[src/rtl/sa_autosa_shift_pkg.sv]
// Shared widths and saturation constants for the shift/saturate pipe.
package sa_autosa_shift_pkg;

  localparam int IN_WIDTH_DEF    = 32;
  localparam int OUT_WIDTH_DEF   = 49;
  localparam int SHIFT_WIDTH_DEF = 6;
  localparam int SHIFT_MAX_DEF   = 1 << (SHIFT_WIDTH_DEF - 1);
  localparam int STAGES          = 2;

  // Wide enough for any output width this block would realistically use.
  localparam int SAT_CW = 128;

  // Largest positive value representable on w signed bits.
  function automatic logic [SAT_CW-1:0] sat_max(input int w);
    return (SAT_CW'(1) << (w - 1)) - SAT_CW'(1);
  endfunction

  // Most negative value on w signed bits (low w bits are 100..0).
  function automatic logic [SAT_CW-1:0] sat_min(input int w);
    return {SAT_CW{1'b1}} << (w - 1);
  endfunction

endpackage

[src/rtl/sa_autosa_shiftleft_core.sv]
// Combinational math for the shift pipe: the shift half feeds S1, the
// round/clamp half turns S1 contents into the S2 result.
module sa_autosa_shiftleft_core
  import sa_autosa_shift_pkg::*;
#(
  parameter int IN_WIDTH    = IN_WIDTH_DEF,
  parameter int OUT_WIDTH   = OUT_WIDTH_DEF,
  parameter int SHIFT_WIDTH = SHIFT_WIDTH_DEF
) (
  input  logic [IN_WIDTH-1:0]    in_data,
  input  logic [SHIFT_WIDTH-1:0] in_shift,
  output logic [OUT_WIDTH-1:0]   sh_val,
  output logic                   sh_rnd,
  output logic                   sh_sat,
  output logic                   sh_neg,
  input  logic [OUT_WIDTH-1:0]   s1_val,
  input  logic                   s1_rnd,
  input  logic                   s1_sat,
  input  logic                   s1_neg,
  output logic [OUT_WIDTH-1:0]   res_data,
  output logic                   res_sat
);

  localparam int SHIFT_MAX = 1 << (SHIFT_WIDTH - 1);
  localparam int WIDE      = IN_WIDTH + SHIFT_MAX;
  localparam logic [OUT_WIDTH-1:0] MAXV = OUT_WIDTH'(sat_max(OUT_WIDTH));
  localparam logic [OUT_WIDTH-1:0] MINV = OUT_WIDTH'(sat_min(OUT_WIDTH));

  logic signed [WIDE-1:0]      ext;
  logic signed [WIDE-1:0]      shifted;
  logic [WIDE-OUT_WIDTH:0]     top;
  logic [SHIFT_WIDTH-1:0]      mag;
  logic                        right, big, guide, sticky;

  // Shift on the full wide word; guide/sticky only matter for right shifts.
  always_comb begin
    right   = in_shift[SHIFT_WIDTH-1];
    mag     = right ? -in_shift : in_shift;
    ext     = {{SHIFT_MAX{in_data[IN_WIDTH-1]}}, in_data};
    big     = right && (int'(mag) >= IN_WIDTH);
    guide   = 1'b0;
    sticky  = 1'b0;
    shifted = ext << mag;
    if (right) begin
      if (big) begin
        shifted = '0;
      end else begin
        shifted = ext >>> mag;
        guide   = |(ext & (WIDE'(1) << (mag - SHIFT_WIDTH'(1))));
        sticky  = |(ext & ((WIDE'(1) << (mag - SHIFT_WIDTH'(1))) - WIDE'(1)));
      end
    end
    top    = shifted[WIDE-1:OUT_WIDTH-1];
    // Overflow when the bits above the output sign bit are not a sign copy.
    sh_sat = ~right & ~((&top) | ~(|top));
    sh_neg = shifted[WIDE-1];
    sh_val = shifted[OUT_WIDTH-1:0];
    // Half away from zero: negative ties stay at the floor value.
    sh_rnd = guide & (~in_data[IN_WIDTH-1] | sticky);
  end

  // Apply rounding increment or clamp to the representable range.
  always_comb begin
    res_sat  = s1_sat;
    res_data = s1_val + OUT_WIDTH'(s1_rnd);
    if (s1_sat) res_data = s1_neg ? MINV : MAXV;
  end

endmodule

[src/rtl/sa_autosa_shiftleft_sat_pipe.sv]
// Two-stage shift/round/saturate pipe with valid/ready handshake and a
// sticky count of clamped output beats.
module sa_autosa_shiftleft_sat_pipe
  import sa_autosa_shift_pkg::*;
#(
  parameter int IN_WIDTH    = IN_WIDTH_DEF,
  parameter int OUT_WIDTH   = OUT_WIDTH_DEF,
  parameter int SHIFT_WIDTH = SHIFT_WIDTH_DEF
) (
  input  logic                   autosa_core_clk,
  input  logic                   autosa_core_rst,
  input  logic                   in_pvld,
  output logic                   in_prdy,
  input  logic [IN_WIDTH-1:0]    in_data,
  input  logic [SHIFT_WIDTH-1:0] in_shift,
  output logic                   out_pvld,
  input  logic                   out_prdy,
  output logic [OUT_WIDTH-1:0]   out_data,
  output logic                   out_sat,
  input  logic                   sat_cnt_clr,
  output logic [31:0]            sat_cnt
);

  logic [STAGES:1]        vld_pipe;
  logic [OUT_WIDTH-1:0]   sh_val, s1_val, res_data;
  logic                   sh_rnd, sh_sat, sh_neg, res_sat;
  logic                   s1_rnd, s1_sat, s1_neg;
  logic                   s2_rdy, s1_adv, sat_inc;

  sa_autosa_shiftleft_core #(
    .IN_WIDTH    (IN_WIDTH),
    .OUT_WIDTH   (OUT_WIDTH),
    .SHIFT_WIDTH (SHIFT_WIDTH)
  ) u_core (
    .in_data  (in_data),
    .in_shift (in_shift),
    .sh_val   (sh_val),
    .sh_rnd   (sh_rnd),
    .sh_sat   (sh_sat),
    .sh_neg   (sh_neg),
    .s1_val   (s1_val),
    .s1_rnd   (s1_rnd),
    .s1_sat   (s1_sat),
    .s1_neg   (s1_neg),
    .res_data (res_data),
    .res_sat  (res_sat)
  );

  // A stage may load when it is empty or draining this cycle.
  always_comb begin
    s2_rdy   = ~vld_pipe[2] | out_prdy;
    s1_adv   = vld_pipe[1] & s2_rdy;
    in_prdy  = ~autosa_core_rst & (~vld_pipe[1] | s1_adv);
    out_pvld = vld_pipe[2];
    sat_inc  = vld_pipe[2] & out_prdy & out_sat;
  end

  // Pipeline registers; contents hold while the downstream stage is stalled.
  always_ff @(posedge autosa_core_clk) begin
    if (autosa_core_rst) begin
      vld_pipe <= '0;
      s1_val   <= '0;
      s1_rnd   <= 1'b0;
      s1_sat   <= 1'b0;
      s1_neg   <= 1'b0;
      out_data <= '0;
      out_sat  <= 1'b0;
    end else begin
      if (in_prdy) begin
        vld_pipe[1] <= in_pvld;
        if (in_pvld) begin
          s1_val <= sh_val;
          s1_rnd <= sh_rnd;
          s1_sat <= sh_sat;
          s1_neg <= sh_neg;
        end
      end
      if (s2_rdy) begin
        vld_pipe[2] <= vld_pipe[1];
        if (vld_pipe[1]) begin
          out_data <= res_data;
          out_sat  <= res_sat;
        end
      end
    end
  end

  // Saturated-beat counter: sticks at all-ones, clear loses to a new hit.
  always_ff @(posedge autosa_core_clk) begin
    if (autosa_core_rst) begin
      sat_cnt <= '0;
    end else if (sat_cnt_clr) begin
      sat_cnt <= sat_inc ? 32'd1 : 32'd0;
    end else if (sat_inc && (sat_cnt != 32'hFFFF_FFFF)) begin
      sat_cnt <= sat_cnt + 32'd1;
    end
  end

endmodule

[config.mk]
export PLATFORM = sky130hd
export DESIGN_NAME = sa_autosa_shiftleft_sat_pipe
export DESIGN_NICKNAME = d
export VERILOG_FILES = /design/src/rtl/sa_autosa_shift_pkg.sv /design/src/rtl/sa_autosa_shiftleft_core.sv /design/src/rtl/sa_autosa_shiftleft_sat_pipe.sv
export SDC_FILE = /design/constraint.sdc
export NUM_CORES = 1
export LEC_CHECK = 0
export BUFFER_PORTS_ARGS = -buffer_cell sky130_fd_sc_hd__buf_2
export CORE_MARGIN = 2
export CORE_UTILIZATION = 45
export CTS_BUF_LIST = sky130_fd_sc_hd__clkbuf_8
export CTS_CLUSTER_SIZE = 10
export DETAILED_ROUTE_END_ITERATION = 10
export GPL_TIMING_DRIVEN = 0
export HOLD_SLACK_MARGIN = 0.05
export PLACE_DENSITY = 0.69
export SKIP_LAST_GASP = 1
export SLEW_MARGIN = 15
export SYNTH_ARGS = -nofsm -noshare
export SYNTH_HDL_FRONTEND = slang
export SYNTH_SLANG_ARGS = --single-unit
[constraint.sdc]
create_clock -name autosa_core_clk -period 8.4 [get_ports autosa_core_clk]
set_input_delay 1.26 -clock autosa_core_clk [delete_from_list [all_inputs] [get_ports autosa_core_clk]]
set_output_delay 1.26 -clock autosa_core_clk [all_outputs]
set_load 0.005 [all_outputs]
==> impl_results.md, run 1 <==
- Slew of the pin with the lowest slew margin: around 1000 ps
- Initial Util: between 40% and 50%
- Die Footprint: about 27,000 um^2
- Worst Min Path Start: out_data[2]
- Routed Wire Length: ~52 mm
- H-tree levels: 4
- Setup Viol. Count Final: 0
- Pint: roughly 1.2 mW
- Synth Register Bits: ~140
- Critical path type: in2reg
- Area leader, netlist: dfxtp_1
- CTS buffer count: 17
- Number of global-route vias before repair: 12,600
- Synth Instances: 1,609
- CTS Sinks: between 100 and 150
- Setup TNS: 0 ps
- FF+latch area: 2720 um^2
- Post-CTS resize count: 0
- Crit path DAT: 7880 ps
- TritonCTS clock tree: yes
- CTS Hold Bufs: 0
- Clock-pin slew on the worst setup and hold paths: roughly 90 ps
- CP Data Required Time: 8730 ps
- Drc violations: 0
- Min-Delay Path Class: reg2reg
- First-pass GRT wire length: between 70 and 80 mm
- FF-to-FF End: s1_rnd
- Synth-to-Final Area Change: 12.3%
- DR vias/cell: 6.58
- Worst Hold Endpoint: out_data[2]
- Hold Path Stages: 2
- DP Wirelength: 41.7 mm
- Average size of a mapped cell: 7.22 um^2
- Mapped Area: roughly 12,000 um^2
- Netlist cell types: 83
- Fin crit share: about nine tenths
- Crit path from: in_shift[0]
- Switching share of power: between 40% and 50%
- Worst R2R Path Depth: 10
- Placer Congestion: 1.07
- Max Slew Vio Count: 0
- CP endpoint kind: register
- Logic gate share of total power: 39.8%
- Initial antenna violation count: 2
- Slew HR: a little under a third
- Synth top area share: a little under a quarter
- Syn_nets: between 1,500 and 2,000
- CTS Buffer Depth: 2
- RSZ-0062 raised after global routing: no
- Layout Nets: 1,798
- F_max: about 0.13 GHz
- Layout cells sized above 1: about an eighth
- Max Cap Violations: 0
- Clk pwr share: roughly a quarter
- Core area: 25,300 um^2
- Drt first pass iters: 8
- Pin count of the biggest net entering global routing: 17
- Outcome: finished, final reports clean
- Antenna-violating nets left: 0
- Final hold viol count: 0
- Power Dens Cells: around 160 nW/um^2
- Setup slack, reg-to-reg: ~4800 ps
- Number of synthesized flops with an enable pin: 0
- Worst-Skew Late Latency: 460 ps
- Post-synth top cells: 213 x nor2_1, 193 x nand2_1, 136 x dfxtp_1
- Die height: approximately 160 um
- Leakage: about 5.2 nW
- Worst-path maximum fanout: 12
- Flop pwr share: between 30% and 40%
- CTS root buf: clkbuf_8
- Sequential area share after synthesis: a little under a quarter
- Num rows: 58
- Startpoint types: input port
- Area of the multi-input gates: 8300 um^2
- Worst IR Drop VDD: ~140 uV
- Yosys warning count: 0
- Die width: between 150 and 200 um
- Ranking of synthesized cells by area: dfxtp_1 23%, mux2i_1 9.7%, nor2_1 6.9%
- Sw power: 0.929 mW
- Setup bufs post-CTS: 0
- Final Critical Period: 7550 ps
- GRT Util Overall: roughly two fifths
- Leading register cell type out of synthesis: dfxtp_1
- Final Skew: around 20 ps
- IO Count: between 100 and 150
- Reg-to-reg startpoint: vld_pipe[2]
- Overall via count from detail_route: about 14,000
- Count leader, synth: nor2_1
- Ys async rst share: 0%
- Wire per inst: approximately 25 um
- Initial DRC count: 2,120
- Worst hold margin: approximately 460 ps
- Filler cells: approximately 2,600
- Overflow after GRT: 0
- Port Buffer Count: 120
[sequential cells by signal, indices dropped and copies added (netlist names)]
| signal | cells |
|---|---|
| out_data | 49 |
| out_sat | 1 |
| s1_neg | 1 |
| s1_rnd | 1 |
| s1_sat | 1 |
| s1_val | 49 |
| sat_cnt | 32 |
| vld_pipe | 2 |
[area by class of cell]
type,count,area share [%]
Clock buffer,17,1.79
Multi-Input combinational cell,1323,63.6
Inverter,20,0.575
Sequential cell,136,20.9
Tap cell,330,3.16
Buffer,130,4.02
Clock inverter,15,1.35
Timing Repair Buffer,120,4.60
Antenna cell,1,0.0192
[worst max-delay path by stage]
| stage | end | slack [ps] | depth (start not counted) |
|---|---|---|---|
| global route | s1_rnd | 520 | 20 |
| detailed placement | s1_rnd | 660 | 20 |
| floorplan | s1_rnd | 2330 | 21 |
| CTS | s1_rnd | 1130 | 20 |
| global placement | s1_rnd | 710 | 20 |
| finish | s1_rnd | 850 | 20 |
[cells in the final DEF (no fill, tap or decap), types with 7 or more instances in the layout]
cell type    n
or2_2        7
a22oi_1     11
and3_1      24
o22a_1       9
dfxtp_1    136
nand2_1    193
a31oi_1     23
o22ai_1      7
and2_1      11
nand2b_1     9
clkbuf_1    93
o211a_1     11
inv_1       18
a211oi_1    25
a21o_1       7
xor2_1      48
xnor2_1     40
buf_2      137
nor2_1     213
or3_1        9
nand3_1     76
mux4_2      20
mux2_2       7
buf_1       18
clkbuf_8    17
o21ai_0    129
mux2i_1    113
o211ai_1    28
nor3_1      28
nand4_1     34
ha_1         7
a21oi_1    129
[cells by family after synthesis]
family / count (synthesis) / share of synthesized area (%)
DFF: 136 / 23.4
buffers and inverters: 150 / 5.16
AOI/OAI and AO/OA: 448 / 24.3
muxes: 141 / 14.4
and+or+nand+nor: 637 / 25.0
xor gates and xnor gates: 90 / 6.91
adders and majority gates: 7 / 0.754
[metal layers]
layer	up-vias	share of wire (%)	GRT usage [%]
met5	-	0.038	0
met4	4	5.9	18.5
met3	213	12	8.64
met2	961	42	56.7
met1	6447	41	51.9
li1	6137	-	-
[critical path, cell delays in order]
cell and delay (ps):
buf_2 190, inv_1 140, buf_1 580, clkbuf_1 620
clkbuf_1 580, ha_1 240, buf_2 180, xor2_1 100
a21oi_1 500, nand2_1 190, o21ai_0 700, nand3_1 160
ha_1 310, o21ai_0 60, a2111oi_0 310, nand4_1 170
a2111oi_0 550, nand4_1 260, a2111o_1 360, o32a_1 400
[metrics by stage]
step / power [mW] / instances / cell area [um^2] / setup WS, ps / utilization (%)
after CTS: 2.10 / 2091 / 13000 / 1130 / 51.7
final: 2.14 / 2092 / 13000 / 853 / 51.7
after global placement: 1.55 / 2059 / 12600 / 706 / 50.0
after floorplan: 1.25 / 1609 / 11600 / 2330 / -
after global routing: 2.22 / 2091 / 13000 / 519 / 51.7
after detailed placement: 1.54 / 2059 / 12600 / 655 / 50.0
[power groups by stage]
stage	Sequential, mW	Clock, mW	Combinational, mW
2_1_floorplan	0.726	0	0.520
3_3_place_gp	0.735	0	0.816
3_5_place_dp	0.737	0	0.807
4_1_cts	0.722	0.567	0.811
5_1_grt	0.729	0.599	0.891
6_report	0.724	0.564	0.850
Note: power is estimated with default switching activity, not from simulation.
==> run 2, diff against run 1 <==
- GPL_TIMING_DRIVEN: 0 -> 1
==> impl_results.md, run 2 (synthesis gave the netlist of run 1 again) <==
- Outcome: finished, final reports clean
- Crit path DAT: around 6200 ps
- Filler cells: 2,553
- Antenna diodes: 0
- Place WS: 2210 ps
- Overall via count from detail_route: 12,800
- Critical path type: in2reg
- Post-layout util: between 50% and 60%
- Placer Congestion: ~1.0
- GRT Util Overall: between 30% and 40%
- DR vias/cell: approximately 6.5
- Die height: roughly 160 um
- Slew HR: between 20 and 30%
- CP Data Required Time: between 8000 and 9000 ps
- Worst IR Drop VDD: approximately 100 uV
- Post-CTS resize count: 0
- Port Buffer Count: about 130
- Setup slack after layout: 2540 ps
- TritonCTS clock tree: yes
- IO Count: 127
- Fin crit share: a little over two thirds
- CTS root buf: clkbuf_8
- Synth-to-Final Area Change: 10.0%
- Final hold viol count: 0
- Final Skew: around 20 ps
- CTS buffer count: 17
- Most common library cell in the layout ignoring fill and taps: nor2_1
- CP bufs+invs: 3
- Startpoint types: input port
- Core area: approximately 25,000 um^2
- Area after DPL: ~12,000 um^2
- CP cell instances: buf_2 -> inv_1 -> buf_4 -> ha_1 -> xor2_1 -> a21oi_1 -> nand2_1 -> o21ai_0 -> nand3_1 -> ha_1 -> o21ai_0 -> a2111oi_0 -> nand4_1 -> a2111oi_0 -> nand4_1 -> a2111o_1 -> o32a_1
- CTS Sinks: between 100 and 150
- Setup TNS: 0 ps
- Routed Wire Length: between 40 and 50 mm
- Area of the multi-input gates: around 8400 um^2
- H-tree levels: 4
- Worst-path maximum fanout: between 40 and 50
- Total Power: ~2.1 mW
- Worst-Skew Late Latency: roughly 460 ps
- Antenna-violating nets left: 0
- Max Cap Violations: 0
- Most frequent cells in the layout: 212 x nor2_1, 192 x nand2_1, 136 x dfxtp_1
- CTS Buffer Depth: 2
- Critical path's top delay family: compound AO/OA/AOI/OAI gates
- RSZ-0062 raised after global routing: no
- Slew of the pin with the lowest slew margin: approximately 1100 ps
- FF+latch area: about 2700 um^2
- Overflow after GRT: 0
- Final non-filler cell total: a little under 2,000
- CP endpoint kind: register
- Slowest CP cell: a2111oi_0
- Max Slew Vio Count: 0
- Initial DRC count: between 2,000 and 2,500
- Post-route design area: between 10,000 and 15,000 um^2
- Clock-pin slew on the worst setup and hold paths: about 100 ps
- Number of global-route vias before repair: roughly 12,000
- CP max stage delay: 580 ps
- Die Footprint: 27,100 um^2
- Drt first pass iters: 6
- Die width: around 160 um
- Final Critical Period: 5860 ps
- CTS Hold Bufs: 0
- Wire per inst: 22.8 um
- Leakage: between 5 and 6 nW
- Layout cells sized above 1: 14.3%
- Pin count of the biggest net entering global routing: 68
- Initial Util: 46.0%
- Drc violations: 0
- Largest regs: out_data: 49 flops, s1_val: 49 flops, sat_cnt: 32 flops
- Initial antenna violation count: 1
- First-pass GRT wire length: about 69 mm
- Setup Viol. Count Final: 0
- Worst hold margin: between 400 and 500 ps
- F_max: 0.171 GHz
- Layout Nets: between 1,500 and 2,000
- DP Wirelength: ~34 mm
- Setup bufs post-CTS: 0
- # placed instances: between 1,500 and 2,000
- Num rows: 58
- Power Dens Cells: approximately 160 nW/um^2
- Min-Delay Path Class: reg2reg
-- run 2: tightest hold or removal path, delay by kind of cell, from the launching register on --
kind,cells,cell delay (ps)
compound gates,1,50
flops,1,320
simple gates,1,50
-- run 2: metal layers --
| layer | track usage [%] | wire, um |
|---|---|---|
| met5 | 0 | 28 |
| met4 | 10.9 | 1590 |
| met3 | 7.46 | 4840 |
| met2 | 51.1 | 19800 |
| met1 | 45.2 | 19000 |
-- run 2: report_power, final --
group | internal (mW) | leakage, nW | switching [mW]
Sequential | 0.684 | 1.11 | 0.0363
Combinational | 0.265 | 3.83 | 0.527
Clock | 0.252 | 0.205 | 0.315
-- run 2: path summary, 6_finish.rpt --
| path | start | to | slack (ps) | depth (start not counted) |
|---|---|---|---|---|
| setup / recovery | in_shift[0] | s1_rnd | 2540 | 17 |
| hold / removal | out_data[6] | out_data[6] | 460 | 2 |
| setup reg to reg | vld_pipe[2] | s1_rnd | 4690 | 11 |
| hold reg to reg | out_data[6] | out_data[6] | 460 | 2 |
-- run 2: area by class of cell --
class	instances	area share [%]
Sequential cell	136	21.3
Multi-Input combinational cell	1323	65.4
Inverter	20	0.587
Timing Repair Buffer	149	6.28
Tap cell	330	3.23
Clock inverter	15	1.38
Clock buffer	17	1.83
